## src/rtl/mio_bus_ctrl.sv

```systemverilog
// Memory/IO bus controller: decodes CPU accesses to block RAM or the IO page, inserts RAM wait
// states and returns a one-cycle mio_ready. Define MIO_TIMER_EN to build in the interval timer.
module mio_bus_ctrl #(
    parameter int unsigned RAM_LAT = 2,
    parameter logic [23:0] IO_BASE = 24'hFFFFFF
) (
    input  logic        clk,
    input  logic        reset,
    input  logic        cpu_req,
    input  logic        cpu_mem_w,
    input  logic [31:0] cpu_addr,
    input  logic [31:0] cpu_data2bus,
    output logic [31:0] cpu_data4bus,
    output logic        mio_ready,
    output logic [11:0] ram_addr,
    output logic [31:0] ram_din,
    output logic        ram_we,
    input  logic [31:0] ram_dout,
    input  logic [15:0] sw_in,
    output logic [15:0] led_out,
    output logic        int_out
);
    typedef enum logic [1:0] {IDLE, WAIT, DONE} state_t;

    localparam logic [5:0] IDX_LED  = 6'd0;
    localparam logic [5:0] IDX_SW   = 6'd1;
    localparam logic [5:0] IDX_CNT  = 6'd2;
    localparam logic [5:0] IDX_CMP  = 6'd3;
    localparam logic [5:0] IDX_CTRL = 6'd4;

    state_t      state_reg;
    logic [2:0]  wait_cnt_reg;
    logic        mio_ready_reg;
    logic        ram_we_reg;
    logic [31:0] rdata_reg;
    logic [15:0] led_reg;
    logic [15:0] sw_meta_reg;
    logic [15:0] sw_sync_reg;

    logic        is_io;
    logic [5:0]  io_idx;
    logic        io_wr;
    logic [31:0] io_rdata;
    logic        unused_addr_lsb;

    assign ram_addr        = cpu_addr[13:2];
    assign ram_din         = cpu_data2bus;
    assign is_io           = (cpu_addr[31:8] == IO_BASE);
    assign io_idx          = cpu_addr[7:2];
    assign io_wr           = (state_reg == IDLE) && cpu_req && is_io && cpu_mem_w;
    assign unused_addr_lsb = ^cpu_addr[1:0];

    assign cpu_data4bus = rdata_reg;
    assign mio_ready    = mio_ready_reg;
    assign ram_we       = ram_we_reg;
    assign led_out      = led_reg;

    always_ff @(posedge clk or posedge reset) begin
        if (reset) begin
            sw_meta_reg <= '0;
            sw_sync_reg <= '0;
        end else begin
            sw_meta_reg <= sw_in;
            sw_sync_reg <= sw_meta_reg;
        end
    end

`ifdef MIO_TIMER_EN
    logic [31:0] cnt_reg;
    logic [31:0] cmp_reg;
    logic        en_reg;
    logic        pend_reg;
    logic        match;

    assign match   = en_reg && (cnt_reg == cmp_reg);
    assign int_out = pend_reg;

    // CPU write to CNT beats both the increment and the wrap on match; a match beats a pending clear.
    always_ff @(posedge clk or posedge reset) begin
        if (reset) begin
            cnt_reg  <= '0;
            cmp_reg  <= '0;
            en_reg   <= 1'b0;
            pend_reg <= 1'b0;
        end else begin
            if (io_wr && io_idx == IDX_CNT)
                cnt_reg <= cpu_data2bus;
            else if (match)
                cnt_reg <= '0;
            else if (en_reg)
                cnt_reg <= cnt_reg + 32'd1;

            if (io_wr && io_idx == IDX_CMP)
                cmp_reg <= cpu_data2bus;

            if (io_wr && io_idx == IDX_CTRL)
                en_reg <= cpu_data2bus[0];

            if (match)
                pend_reg <= 1'b1;
            else if (io_wr && io_idx == IDX_CTRL && cpu_data2bus[1])
                pend_reg <= 1'b0;
        end
    end
`else
    assign int_out = 1'b0;
`endif

    always_comb begin
        io_rdata = '0;
        case (io_idx)
            IDX_LED:  io_rdata = {16'b0, led_reg};
            IDX_SW:   io_rdata = {16'b0, sw_sync_reg};
`ifdef MIO_TIMER_EN
            IDX_CNT:  io_rdata = cnt_reg;
            IDX_CMP:  io_rdata = cmp_reg;
            IDX_CTRL: io_rdata = {30'b0, pend_reg, en_reg};
`endif
            default:  io_rdata = '0;
        endcase
    end

    always_ff @(posedge clk or posedge reset) begin
        if (reset) begin
            state_reg     <= IDLE;
            wait_cnt_reg  <= '0;
            mio_ready_reg <= 1'b0;
            ram_we_reg    <= 1'b0;
            rdata_reg     <= '0;
            led_reg       <= '0;
        end else begin
            mio_ready_reg <= 1'b0;
            ram_we_reg    <= 1'b0;
            case (state_reg)
                IDLE: begin
                    if (cpu_req) begin
                        if (is_io) begin
                            if (cpu_mem_w) begin
                                if (io_idx == IDX_LED)
                                    led_reg <= cpu_data2bus[15:0];
                            end else begin
                                rdata_reg <= io_rdata;
                            end
                            mio_ready_reg <= 1'b1;
                            state_reg     <= DONE;
                        end else if (cpu_mem_w) begin
                            ram_we_reg    <= 1'b1;
                            mio_ready_reg <= 1'b1;
                            state_reg     <= DONE;
                        end else begin
                            wait_cnt_reg <= 3'(RAM_LAT - 1);
                            state_reg    <= WAIT;
                        end
                    end
                end
                WAIT: begin
                    if (wait_cnt_reg == 3'd0) begin
                        rdata_reg     <= ram_dout;
                        mio_ready_reg <= 1'b1;
                        state_reg     <= DONE;
                    end else begin
                        wait_cnt_reg <= wait_cnt_reg - 3'd1;
                    end
                end
                DONE:    state_reg <= IDLE;
                default: state_reg <= IDLE;
            endcase
        end
    end
endmodule

```

## config.mk

```make
export PLATFORM = sky130hd
export DESIGN_NAME = mio_bus_ctrl
export DESIGN_NICKNAME = d
export VERILOG_FILES = /design/src/rtl/mio_bus_ctrl.sv
export SDC_FILE = /design/constraint.sdc
export NUM_CORES = 1
export LEC_CHECK = 0
export CORE_MARGIN = 2
export CORE_UTILIZATION = 35
export CTS_CLUSTER_DIAMETER = 60
export CTS_CLUSTER_SIZE = 40
export DETAILED_ROUTE_END_ITERATION = 7
export PLACE_DENSITY = 0.73
export SLEW_MARGIN = 20
export SYNTH_ARGS = -nofsm -noshare
export SYNTH_HDL_FRONTEND = slang
export SYNTH_SLANG_ARGS = --single-unit
```

## constraint.sdc

```tcl
create_clock -name clk -period 2.7 [get_ports clk]
set_input_delay 0.54 -clock clk [delete_from_list [all_inputs] [get_ports clk]]
set_output_delay 0.54 -clock clk [all_outputs]
set_load 0.05 [all_outputs]
```

==> flow_summary_export.csv <==
group,metric,value,unit
clock_tree,cts.repair.resized,0,
synthesis,synth.avg_cell_area,11.0,µm²
global_route,antenna_found_initial,0,
worst_setup_path,cp-start-kind,"input pin",
synthesis,ys_seq_area_share,56.5,%
worst_setup_path,critical_path_buf_inv_count,3,
worst_setup_path,path_class,"in -> out",
sta,rsz0062_at_grt,"false",
sta,setup_viol,0,
worst_setup_path,path_cells,"clkdlybuf4s50_1, buf_4, buf_12",
worst_hold_path,hold_class,"reg -> reg",
finish,largest_register_ffs,32,
place,portBuffers,175,
clock_tree,cts_sinks,87,
synthesis,synthTopCellsByArea,"dfrtp_1 57%, buf_4 9.0%, nor3_1 4.5%",
worst_setup_path,cp-end-kind,"output port",
synthesis,ys_warn_count,0,
place,gp_congestion,0.740,
synthesis,synth-compound-area-share,7.73,%
sta,hold_viol_final,0,
detailed_routing,antenna_left,0,
pwr,power_density,911,nW/µm²
detailed_routing,wirelength,9370,µm
outcome,status,"finished clean",
synthesis,synth_simple_gate_area_share,12.8,%
pwr,peakVddDrop,0.625,mV
global_route,grt_pass1_wl,15000,µm
synthesis,synth_area_leader_cell,"dfrtp_1",
clock_tree,cts_made_buffers,9,
global_route,grt.overflow.total,0,
detailed_routing,drc_errors,0,
synthesis,synth.area.mux_share,9.81,%
floorplanning,start_util,35.7,%
clock_tree,cts-hold-fix-buffers,0,
worst_setup_path,cp_slowest_stage_delay,0.52,ns
clock_tree,cts.path.max_buffers,2,
worst_setup_path,ff2ff_path_depth,8,
finish,utilization,51.5,%
synthesis,synth_top_family_by_area,"simple AND/OR/NAND/NOR gates",
worst_setup_path,required,2.16,ns
clock_tree,cts_tree,"built",
floorplanning,die_h,109,µm
finish,ff_latch_area,2180,µm²
place,hpwl,7170,µm
worst_hold_path,min_path_cells,0,
synthesis,syn_nets,467,
floorplanning,core_area,10800,µm²
clock_tree,h-tree-depth,3,
sta,tns,0,ns
worst_hold_path,hold_end,"sw_sync_reg[8]",
detailed_routing,wire_per_inst,15.0,µm
detailed_routing,drt_iter0_markers,117,
place,dp.cells,609,
finish,syn_to_final_growth,44.5,%
flow_run,drv_cap,0,
worst_setup_path,crit_slowest_cell,"clkdlybuf4s50_1",
detailed_routing,dr.pass1.iters,4,
clock_tree,cts_setup_buffers,0,
worst_hold_path,hold_start,"sw_meta_reg[8]",
sta,max_freq,472,MHz
worst_setup_path,critPathTopFamily,"buffers and inverters",
global_route,grt_pass1_vias,3146,
synthesis,synth_top_area_share,56.5,%
finish,multi_input_area,1200,µm²
finish,antenna-diode-count,0,
finish,num-fill-cells,963,
sta,fin_crit,2.12,ns
worst_setup_path,r2r-start,"wait_cnt_reg[0]",
sta,slew_headroom,43.4,%
sta,maxSlewViolCount,0,
synthesis,ys_ff_latch,87,
global_route,grt_usage,16.4,%
worst_setup_path,cp_max_fo,17,
floorplanning,rows,38,
sta,finClkSkew,0.0142,ns
finish,drive_above_1_share,15.7,%
clock_tree,clkSlewWorstSetupHoldPaths,0.08,ns
floorplanning,die_width,109,µm
synthesis,synth_cell_type_count,35,
clock_tree,cts-root-buf,"clkbuf_8",
worst_setup_path,cp.arrival,1.58,ns
worst_setup_path,r2r-end,"cpu_data4bus[1]",
synthesis,synth_area,3850,µm²
sta,worstMarginPinSlew,0.848,ns
sta,fin_crit_sh,78.4,%
synthesis,synth_xor_xnor_area_share,0,%
pwr,leakage,2.42,nW
floorplanning,dieArea,11900,µm²
detailed_routing,routed-via-count,2937,
synthesis,synth_fa_ha_area_share,0.650,%
clock_tree,clkLatencyLatePin,0.35,ns
worst_setup_path,rrSetupSlack,0.87,ns
global_route,grt_max_degree,37,
detailed_routing,viasPerCell,4.70,
finish,nNetsFinal,598,
finish,finalNonFillerCells,625,
synthesis,postSynthCellCount,349,
floorplanning,io_pins,211,
stage by stage:
stage / hold slack [ns] / total power, mW / worst slack [ns] / area, µm²
after global placement: 0.333 / 4.18 / 0.218 / 5370
after CTS: 0.355 / 5.12 / 0.562 / 5560
final: 0.353 / 5.06 / 0.582 / 5560
after detailed placement: 0.335 / 4.25 / 0.196 / 5370
after global routing: 0.365 / 5.33 / 0.413 / 5560
after floorplan: 0.331 / 3.44 / 0.889 / 3850
placed cells by master, fill, tap and decap left out, types with 3 or more instances in the layout:
| cell | instances |
|---|---|
| mux2i_1 | 16 |
| a21oi_1 | 33 |
| nor3_1 | 35 |
| nor2_1 | 8 |
| buf_4 | 35 |
| nand2_1 | 38 |
| mux2_2 | 6 |
| clkdlybuf4s50_1 | 147 |
| nand4_1 | 6 |
| o21ai_0 | 18 |
| clkinvlp_4 | 3 |
| inv_1 | 4 |
| clkbuf_8 | 10 |
| buf_12 | 3 |
| mux2_4 | 10 |
| dfrtp_1 | 87 |
worst max-delay path by stage:
stage	start	to	slack, ns	cells after the start
after floorplan	cpu_addr[28]	led_out[0]	0.89	7
after global placement	cpu_addr[28]	led_out[1]	0.22	6
after detailed placement	cpu_addr[10]	led_out[0]	0.20	6
after CTS	led_out[11]	led_out[11]	0.56	1
after global routing	cpu_addr[11]	led_out[8]	0.41	6
final	cpu_addr[2]	ram_addr[0]	0.58	3
report_power, final:
| part | internal [mW] | switching [mW] | leakage (nW) |
|---|---|---|---|
| registers | 1.61 | 0.177 | 1.07 |
| logic | 0.840 | 1.58 | 1.26 |
| clock network | 0.372 | 0.485 | 0.0910 |
cell families (layout without fill, tap and decap cells):
group	after synthesis	in the layout
buffers and inverters	70	206
adder cells (fa/ha/maj)	2	2
other	1	1
flip-flops	87	87
multiplexers	32	32
AO/OA/AOI/OAI	56	56
AND/OR/NAND/NOR	101	101
synthesized netlist by cell type (all sizes together):
library cell / instances
dfrtp: 87
buf: 55
nand2: 40
nor3: 36
a21oi: 33
o21ai: 18
mux2: 16
mux2i: 16
clkbuf: 10
nor2: 10
nand4: 6
inv: 5
ha: 2
nand2b: 2
a211oi: 1
and2: 1
and3: 1
conb: 1
nand3: 1
nor2b: 1
nor4: 1
nor4b: 1
o211ai: 1
o311a: 1
o311ai: 1
o32ai: 1
or2: 1
routing by layer:
layer / part of all wire (%) / up-vias / track usage (%)
met5: 0 / - / 0
met4: 2.4 / 0 / 7.23
met3: 5.9 / 23 / 3.59
met2: 51 / 115 / 29.4
met1: 40 / 1393 / 18.6
li1: - / 1406 / -
worst reg2reg max path: cells and delay by family (launching register included):
kind / cells / cell delay, ns
adders and majority gates: 1 / 0.20
buffers and inverters: 3 / 0.61
AOI/OAI and AO/OA: 1 / 0.11
DFF: 1 / 0.40
and+or+nand+nor: 3 / 0.39
cell type report:
cell class,count,share of cell area [%]
Sequential cell,87,39.1
Timing Repair Buffer,185,32.3
Multi-Input combinational cell,192,21.6
Tap cell,140,3.15
Clock buffer,10,2.47
Clock inverter,6,0.945
Inverter,5,0.405
No activity file was read; power rests on OpenSTA's default activity.
